File: src/rtl/pipe_ctrl_pkg.sv
// pipe_ctrl_pkg: shared types and constants for the pipeline sequencer.
//   - stall bus width and the two stall masks (EX hold, ID hold)
//   - MEM exception cause codes
//   - sequencer FSM state encoding
//   - redirect_pc(): flush target decode from the exception cause
package pipe_ctrl_pkg;

  localparam int STALL_W = 6;
  typedef logic [STALL_W-1:0] stall_t;

  // bit order: [0]pc [1]if [2]id [3]ex [4]mem [5]wb
  localparam stall_t STALL_NONE = 6'b000000;
  localparam stall_t STALL_EX   = 6'b001111;
  localparam stall_t STALL_ID   = 6'b000111;

  localparam logic [31:0] ZERO_WORD = 32'h0000_0000;

  localparam logic [31:0] EXC_INT  = 32'h0000_0001;
  localparam logic [31:0] EXC_SYS  = 32'h0000_0008;
  localparam logic [31:0] EXC_INV  = 32'h0000_000a;
  localparam logic [31:0] EXC_OV   = 32'h0000_000c;
  localparam logic [31:0] EXC_TRAP = 32'h0000_000d;
  localparam logic [31:0] EXC_ERET = 32'h0000_000e;

  typedef enum logic {
    S_RUN    = 1'b0,
    S_SQUASH = 1'b1
  } state_e;

  // Interrupts go to the interrupt vector, eret returns to EPC, every other
  // nonzero cause (sys/inv/ov/trap and unknown codes) goes to the exception
  // vector.
  function automatic logic [31:0] redirect_pc(
    input logic [31:0] exc,
    input logic [31:0] epc,
    input logic [31:0] exc_vec,
    input logic [31:0] int_vec
  );
    logic [31:0] pc;
    case (exc)
      EXC_INT:  pc = int_vec;
      EXC_ERET: pc = epc;
      default:  pc = exc_vec;
    endcase
    return pc;
  endfunction

endpackage

File: src/rtl/pipe_ctrl_stall_wdog.sv
// pipe_ctrl_stall_wdog: stall-duration bookkeeping.
//   clk, rst        core clock, synchronous active-high reset
//   stall_act       some pipeline stage is held this cycle
//   flush           pipeline flush this cycle (restarts the watchdog)
//   stall_timeout   sticky, set once WDOG_LIMIT consecutive stall cycles seen
//   stall_cycles    saturating count of all stalled cycles
module pipe_ctrl_stall_wdog #(
  parameter int WDOG_LIMIT = 16,
  parameter int CNT_W      = 32
) (
  input  logic             clk,
  input  logic             rst,
  input  logic             stall_act,
  input  logic             flush,
  output logic             stall_timeout,
  output logic [CNT_W-1:0] stall_cycles
);

  localparam int WD_W = $clog2(WDOG_LIMIT + 1);
  localparam logic [WD_W-1:0] WD_MAX = WD_W'(WDOG_LIMIT);

  logic [WD_W-1:0]  wdog_q, wdog_d;
  logic             timeout_q, timeout_d;
  logic [CNT_W-1:0] cnt_q, cnt_d;

  always_comb begin
    wdog_d    = wdog_q;
    cnt_d     = cnt_q;
    if (flush || !stall_act)
      wdog_d = '0;
    else if (wdog_q < WD_MAX)
      wdog_d = wdog_q + 1'b1;
    // look at the next value so the flag rises on the edge that completes
    // the WDOG_LIMIT-th stalled cycle
    timeout_d = timeout_q | (wdog_d == WD_MAX);
    if (stall_act && (cnt_q != '1))
      cnt_d = cnt_q + 1'b1;
  end

  always_ff @(posedge clk) begin
    if (rst) begin
      wdog_q    <= '0;
      timeout_q <= 1'b0;
      cnt_q     <= '0;
    end else begin
      wdog_q    <= wdog_d;
      timeout_q <= timeout_d;
      cnt_q     <= cnt_d;
    end
  end

  assign stall_timeout = timeout_q;
  assign stall_cycles  = cnt_q;

endmodule

File: src/rtl/pipe_ctrl.sv
// pipe_ctrl: central sequencer for the 5-stage core.
//   clk, rst        core clock, synchronous active-high reset (top priority)
//   stallreq_id     ID hold request (load-use)
//   stallreq_ex     EX hold request (multi-cycle mul/div)
//   excepttype      MEM exception cause, 0 = none
//   cp0_epc         return target for eret
//   stall[5:0]      per-stage hold vector, combinational
//   flush           single-cycle clear of all pipeline regs, combinational
//   new_pc          redirect target, valid with flush, else zero
//   stall_timeout   sticky watchdog flag
//   stall_cycles    saturating stalled-cycle perf counter
module pipe_ctrl
  import pipe_ctrl_pkg::*;
#(
  parameter logic [31:0] EXC_VECTOR = 32'h0000_0040,
  parameter logic [31:0] INT_VECTOR = 32'h0000_0020,
  parameter int          WDOG_LIMIT = 16,
  parameter int          CNT_W      = 32
) (
  input  logic             clk,
  input  logic             rst,
  input  logic             stallreq_id,
  input  logic             stallreq_ex,
  input  logic [31:0]      excepttype,
  input  logic [31:0]      cp0_epc,
  output logic [5:0]       stall,
  output logic             flush,
  output logic [31:0]      new_pc,
  output logic             stall_timeout,
  output logic [CNT_W-1:0] stall_cycles
);

  state_e state_q, state_d;

  always_comb begin
    state_d = state_q;
    stall   = STALL_NONE;
    flush   = 1'b0;
    new_pc  = ZERO_WORD;
    if (rst) begin
      state_d = S_RUN;
    end else if (excepttype != ZERO_WORD) begin
      // exceptions win in both states; a second one while squashing
      // simply re-flushes and keeps us squashing
      flush   = 1'b1;
      new_pc  = redirect_pc(excepttype, cp0_epc, EXC_VECTOR, INT_VECTOR);
      state_d = S_SQUASH;
    end else if (state_q == S_SQUASH) begin
      // hold requests this cycle come from instructions just squashed
      state_d = S_RUN;
    end else if (stallreq_ex) begin
      stall = STALL_EX;
    end else if (stallreq_id) begin
      stall = STALL_ID;
    end
  end

  always_ff @(posedge clk) begin
    if (rst) state_q <= S_RUN;
    else     state_q <= state_d;
  end

  pipe_ctrl_stall_wdog #(
    .WDOG_LIMIT (WDOG_LIMIT),
    .CNT_W      (CNT_W)
  ) u_wdog (
    .clk           (clk),
    .rst           (rst),
    .stall_act     (|stall),
    .flush         (flush),
    .stall_timeout (stall_timeout),
    .stall_cycles  (stall_cycles)
  );

endmodule
File: config.mk
export PLATFORM = sky130hd
export DESIGN_NAME = pipe_ctrl
export DESIGN_NICKNAME = d
export VERILOG_FILES = /design/src/rtl/pipe_ctrl_pkg.sv /design/src/rtl/pipe_ctrl_stall_wdog.sv /design/src/rtl/pipe_ctrl.sv
export SDC_FILE = /design/constraint.sdc
export NUM_CORES = 1
export LEC_CHECK = 0
export BUFFER_PORTS_ARGS = -buffer_cell sky130_fd_sc_hd__buf_2
export CAP_MARGIN = 20
export CORE_ASPECT_RATIO = 0.7
export CORE_UTILIZATION = 43
export DETAILED_ROUTE_END_ITERATION = 10
export GPL_TIMING_DRIVEN = 0
export HOLD_SLACK_MARGIN = 0.06
export PLACE_DENSITY = 0.79
export SYNTH_ARGS = -nofsm -noshare
export SYNTH_HDL_FRONTEND = slang
export SYNTH_HIERARCHICAL = 1
export SYNTH_SLANG_ARGS = --single-unit
File: constraint.sdc
create_clock -name clk -period 2.4 [get_ports clk]
set_input_delay 0 -clock clk [delete_from_list [all_inputs] [get_ports clk]]
set_output_delay 0 -clock clk [all_outputs]
set_load 0.1 [all_outputs]
==> results.txt <==
The initial utilization of the core area, before any placement, comes to 45.42%. The critical path's largest stage delay is 0.52 ns. The fraction of final layout cells with drive strength greater than 1 came out at 53.89%.

After synthesis, the most frequently instantiated cells are sky130_fd_sc_hd__nand2_1, sky130_fd_sc_hd__dfxtp_1, sky130_fd_sc_hd__nor4_2. Global routing consumed, over all layers together, 27.66% of the routing resources. STA classifies the critical path startpoint as an input pin. The yosys synthesis warning count came out at 6.

The wire-length estimate of the detail-placed layout is 7654 um. The proportion of synthesized area in mux cells came out at 5.725%. TritonCTS built the clock tree.

The net total in the final layout is 636. The placed instances occupy a cell area of 0.004335 sq mm. The later-pin clock latency in the skew report came out at 0.29 ns.

The signal arrival time at the worst endpoint is 2.58 ns. The mean area per synthesized cell came out at 7.994 sq um. The ratio of final minimum period to clock period came out at 99.75%. The category of cells accounting for the largest share of critical-path delay is simple AND/OR/NAND/NOR gates. The overall die width came out at 103.9 um. The post-synth design cell area is 0.003125 sq mm.

The number of max-slew violations in the final report came out at 0. The path type of the worst setup path is in2reg. Once layout is done, the placed cells without fillers occupy 0.004841 sq mm. The buffer levels on the longest clock path came out at 2. STA puts the critical path data required time at 2.58 ns.

The final worst setup slack is 0.006015 ns. The total via count after detailed routing came out at 3903. The final worst hold slack came out at 0.1447 ns.

The number of antenna violations at the first check in global routing is 0. The number of register bits inferred by synthesis came out at 39. The final antenna-violating net count is 0. The worst path buffer plus inverter count came out at 4. The clock tree synthesis step divided the H-tree into 2 levels. Across the VDD grid, the largest voltage drop is 259.4 uV. The top-area cell type share of the netlist area came out at 24.98%. The starting DRC count in detailed routing came out at 330. The clock transition at the registers of the reported paths came out at 0.08 ns. The number of hold violations in the final report came out at 0.

The CTS sink count came out at 39. The maximum fanout along the worst path came out at 8. The reported leakage power is 2.015 nW. STA classifies the critical path endpoint as a flop. Static timing analysis puts the maximum clock frequency at 0.4177 GHz. The number of core rows came out at 25. The measured slew at the worst slew-check pin is 1.045 ns. The leftover overflow at the end of global routing is 0. From synthesis to final layout, the design area changed by 54.88%.

The standard cell core area is 0.006882 sq mm. The final clock skew is 0.008564 ns. The class of the tightest hold or removal check is in2reg. Yosys instantiated no cell more often than sky130_fd_sc_hd__nand2_1. The worst-case setup slack after placement came out at -0.6339 ns. The flow ran to the end, and the final reports show no timing, DRC or antenna violations. The adder-cell share of the synthesized area is 0.8006%. The commonest register cell after synthesis is sky130_fd_sc_hd__dfxtp_1.

Dividing the detail-routed wire length by the instance count gives 16.54 um. The count of unique library cells instantiated by Yosys came out at 48. The power density over the cells is 267.4 mW/mm^2.

The length of the first detailed-routing pass in iterations is 5. The number of maximum-capacitance constraint violations came out at 0. By area, the combinational part of the netlist is dominated by simple AND/OR/NAND/NOR gates. The per-cell via count in the routed design is 5.914. The shortest clock period the worst path allows after layout is 2.394 ns.

The master cell of the clock root buffer is sky130_fd_sc_hd__clkbuf_8. The total negative setup slack is 0 ns. Measured along the y axis, the die boundary spans 73.33 um.

Counting flops with a built-in enable in the synthesized netlist gives 0. The via count of the first global-routing pass is 3569. The final routed DRC violation total came out at 0. The cell seen most often among critical-path stages is sky130_fd_sc_hd__buf_4. The headroom to the max-slew limit is 30.32%. The repair_antennas step left the layout with diodes totalling 0.

The number of buffers inserted for hold repair after clock tree synthesis is 0. Summing internal, switching and leakage power gives 0.001294 W. The maximum number of pins on one net before global-route repair is 12. The count of endpoints failing setup in the final report is 0. The area of the die came out at 0.007619 sq mm. The instance count of the mapped netlist is 391. The number of top-level pins is 140. Wires add up to 10920 um.

The first global-routing pass estimated 17130 um of wire. The largest total area in the synthesized netlist belongs to sky130_fd_sc_hd__dfxtp_1. Setup repair after global routing could not meet its margin everywhere. The share of synthesized flip-flops with an asynchronous set or reset is 0%. Routability-driven placement finished with a final weighted congestion of 0.9288. Walking the worst path, the cells encountered are buf_2, nor4_1, nand3_2, nor4_2, buf_4, nand4_1, or4_4, buf_8, buf_4, a211oi_4, mux2_4. The port buffer count is 136. The share of synthesized cell area in and, or, nand and nor gates is 51.00%. The synthesized netlist devotes 9.087% of its cell area to compound gates. The slowest stage of the critical path belongs to the cell sky130_fd_sc_hd__or4_4. The xor and xnor area share after synthesis came out at 0.8407%.

Of the synthesized area, sequential elements account for 24.98%. By area the synthesized netlist is led by sky130_fd_sc_hd__dfxtp_1, sky130_fd_sc_hd__nor4_2, sky130_fd_sc_hd__mux2_2. The clock buffer count from CTS is 5.
[per-stage QoR]
step,utilization [%],cells
finish,70.35,660
global route,70.35,660
CTS,68.05,649
detailed placement,63.00,624
global placement,62.85,622
floorplan,-,392
[worst reg2reg max path, cell delays in order (launching register included)]
cell and delay [ns]:
sky130_fd_sc_hd__dfxtp_2 0.41, sky130_fd_sc_hd__nand4_2 0.22, sky130_fd_sc_hd__clkbuf_1 0.29, sky130_fd_sc_hd__nor4_2 0.92
sky130_fd_sc_hd__a311oi_2 0.22, sky130_fd_sc_hd__a211oi_1 0.26
[worst paths after layout]
kind                                                          start                                    to  slack (ns)  depth (start not counted)
worst max-delay path                                 excepttype[27]  u_wdog/stall_cycles[17]$_SDFFE_PP0P_       0.006                         11
worst min-delay path                                  excepttype[0]                       state_q$_DFF_P_        0.14                          3
worst max register to register  u_wdog/stall_cycles[4]$_SDFFE_PP0P_  u_wdog/stall_cycles[11]$_SDFFE_PP0P_       0.006                          5
worst min register to register      u_wdog/stall_timeout$_SDFF_PP0_       u_wdog/stall_timeout$_SDFF_PP0_        0.45                          2
[flip-flops by register name, indices dropped and copies added, names as in the netlist]
register and flops:
u_wdog/stall_timeout 1, state_q 1, u_wdog/stall_cycles 32, u_wdog/wdog_q 5
[cell families after synthesis]
family                     after synthesis
DFF                                     39
other                                    1
adders and majority gates                2
xor gates and xnor gates                 3
AOI/OAI and AO/OA                       40
and+or+nand+nor                        241
muxes                                   16
buffers and inverters                   49
[timing repair]
| action | in CTS | in global routing |
|---|---|---|
| pin swaps | 6 | 6 |
| endpoints found under the setup margin | 14 | 25 |
| buffers inserted | 19 | 8 |
| gates resized for setup | 22 | 17 |
[cells in the final DEF, fill, tap and decap left out, drive strengths merged, types with 3 or more instances in the layout]
cell / Yosys / layout
and4: 4 / 4
clkbuf: 19 / 26
a211oi: 9 / 9
dfxtp: 39 / 39
nor4: 55 / 55
nor3: 9 / 9
nor2b: 24 / 24
inv: 12 / 12
or4: 13 / 13
nand2: 42 / 42
buf: 18 / 184
nand3: 22 / 22
a21oi: 8 / 8
mux2: 15 / 15
o21ai: 6 / 6
nor3b: 4 / 4
and3: 4 / 4
a311oi: 3 / 3
nor2: 24 / 24
nand4: 29 / 29
[layer usage]
metal,wire (um),track usage (%)
met3,896,5.501
met5,0,0
met2,5236,45.56
met4,152,7.302
met1,4631,37.38
[power by group]
group | switching [W] | total, W | internal (W)
sequential | 0.000000330 | 0.000645 | 0.000644
clock | 0.000239 | 0.000465 | 0.000226
combinational | 0.000120 | 0.000185 | 0.0000647
total | 0.000359 | 0.00129 | 0.000935
[final cells by class]
class / count / area [sq um]
Buffer: 36 / 202.7
Fill cell: 519 / 2041
Clock buffer: 6 / 82.58
Clock inverter: 1 / 5.005
Tap cell: 94 / 117.6
Sequential cell: 39 / 825.8
Inverter: 12 / 45.04
Multi-Input combinational cell: 304 / 2616
Timing Repair Buffer: 168 / 945.9
No activity file was read; power rests on OpenSTA's default activity.
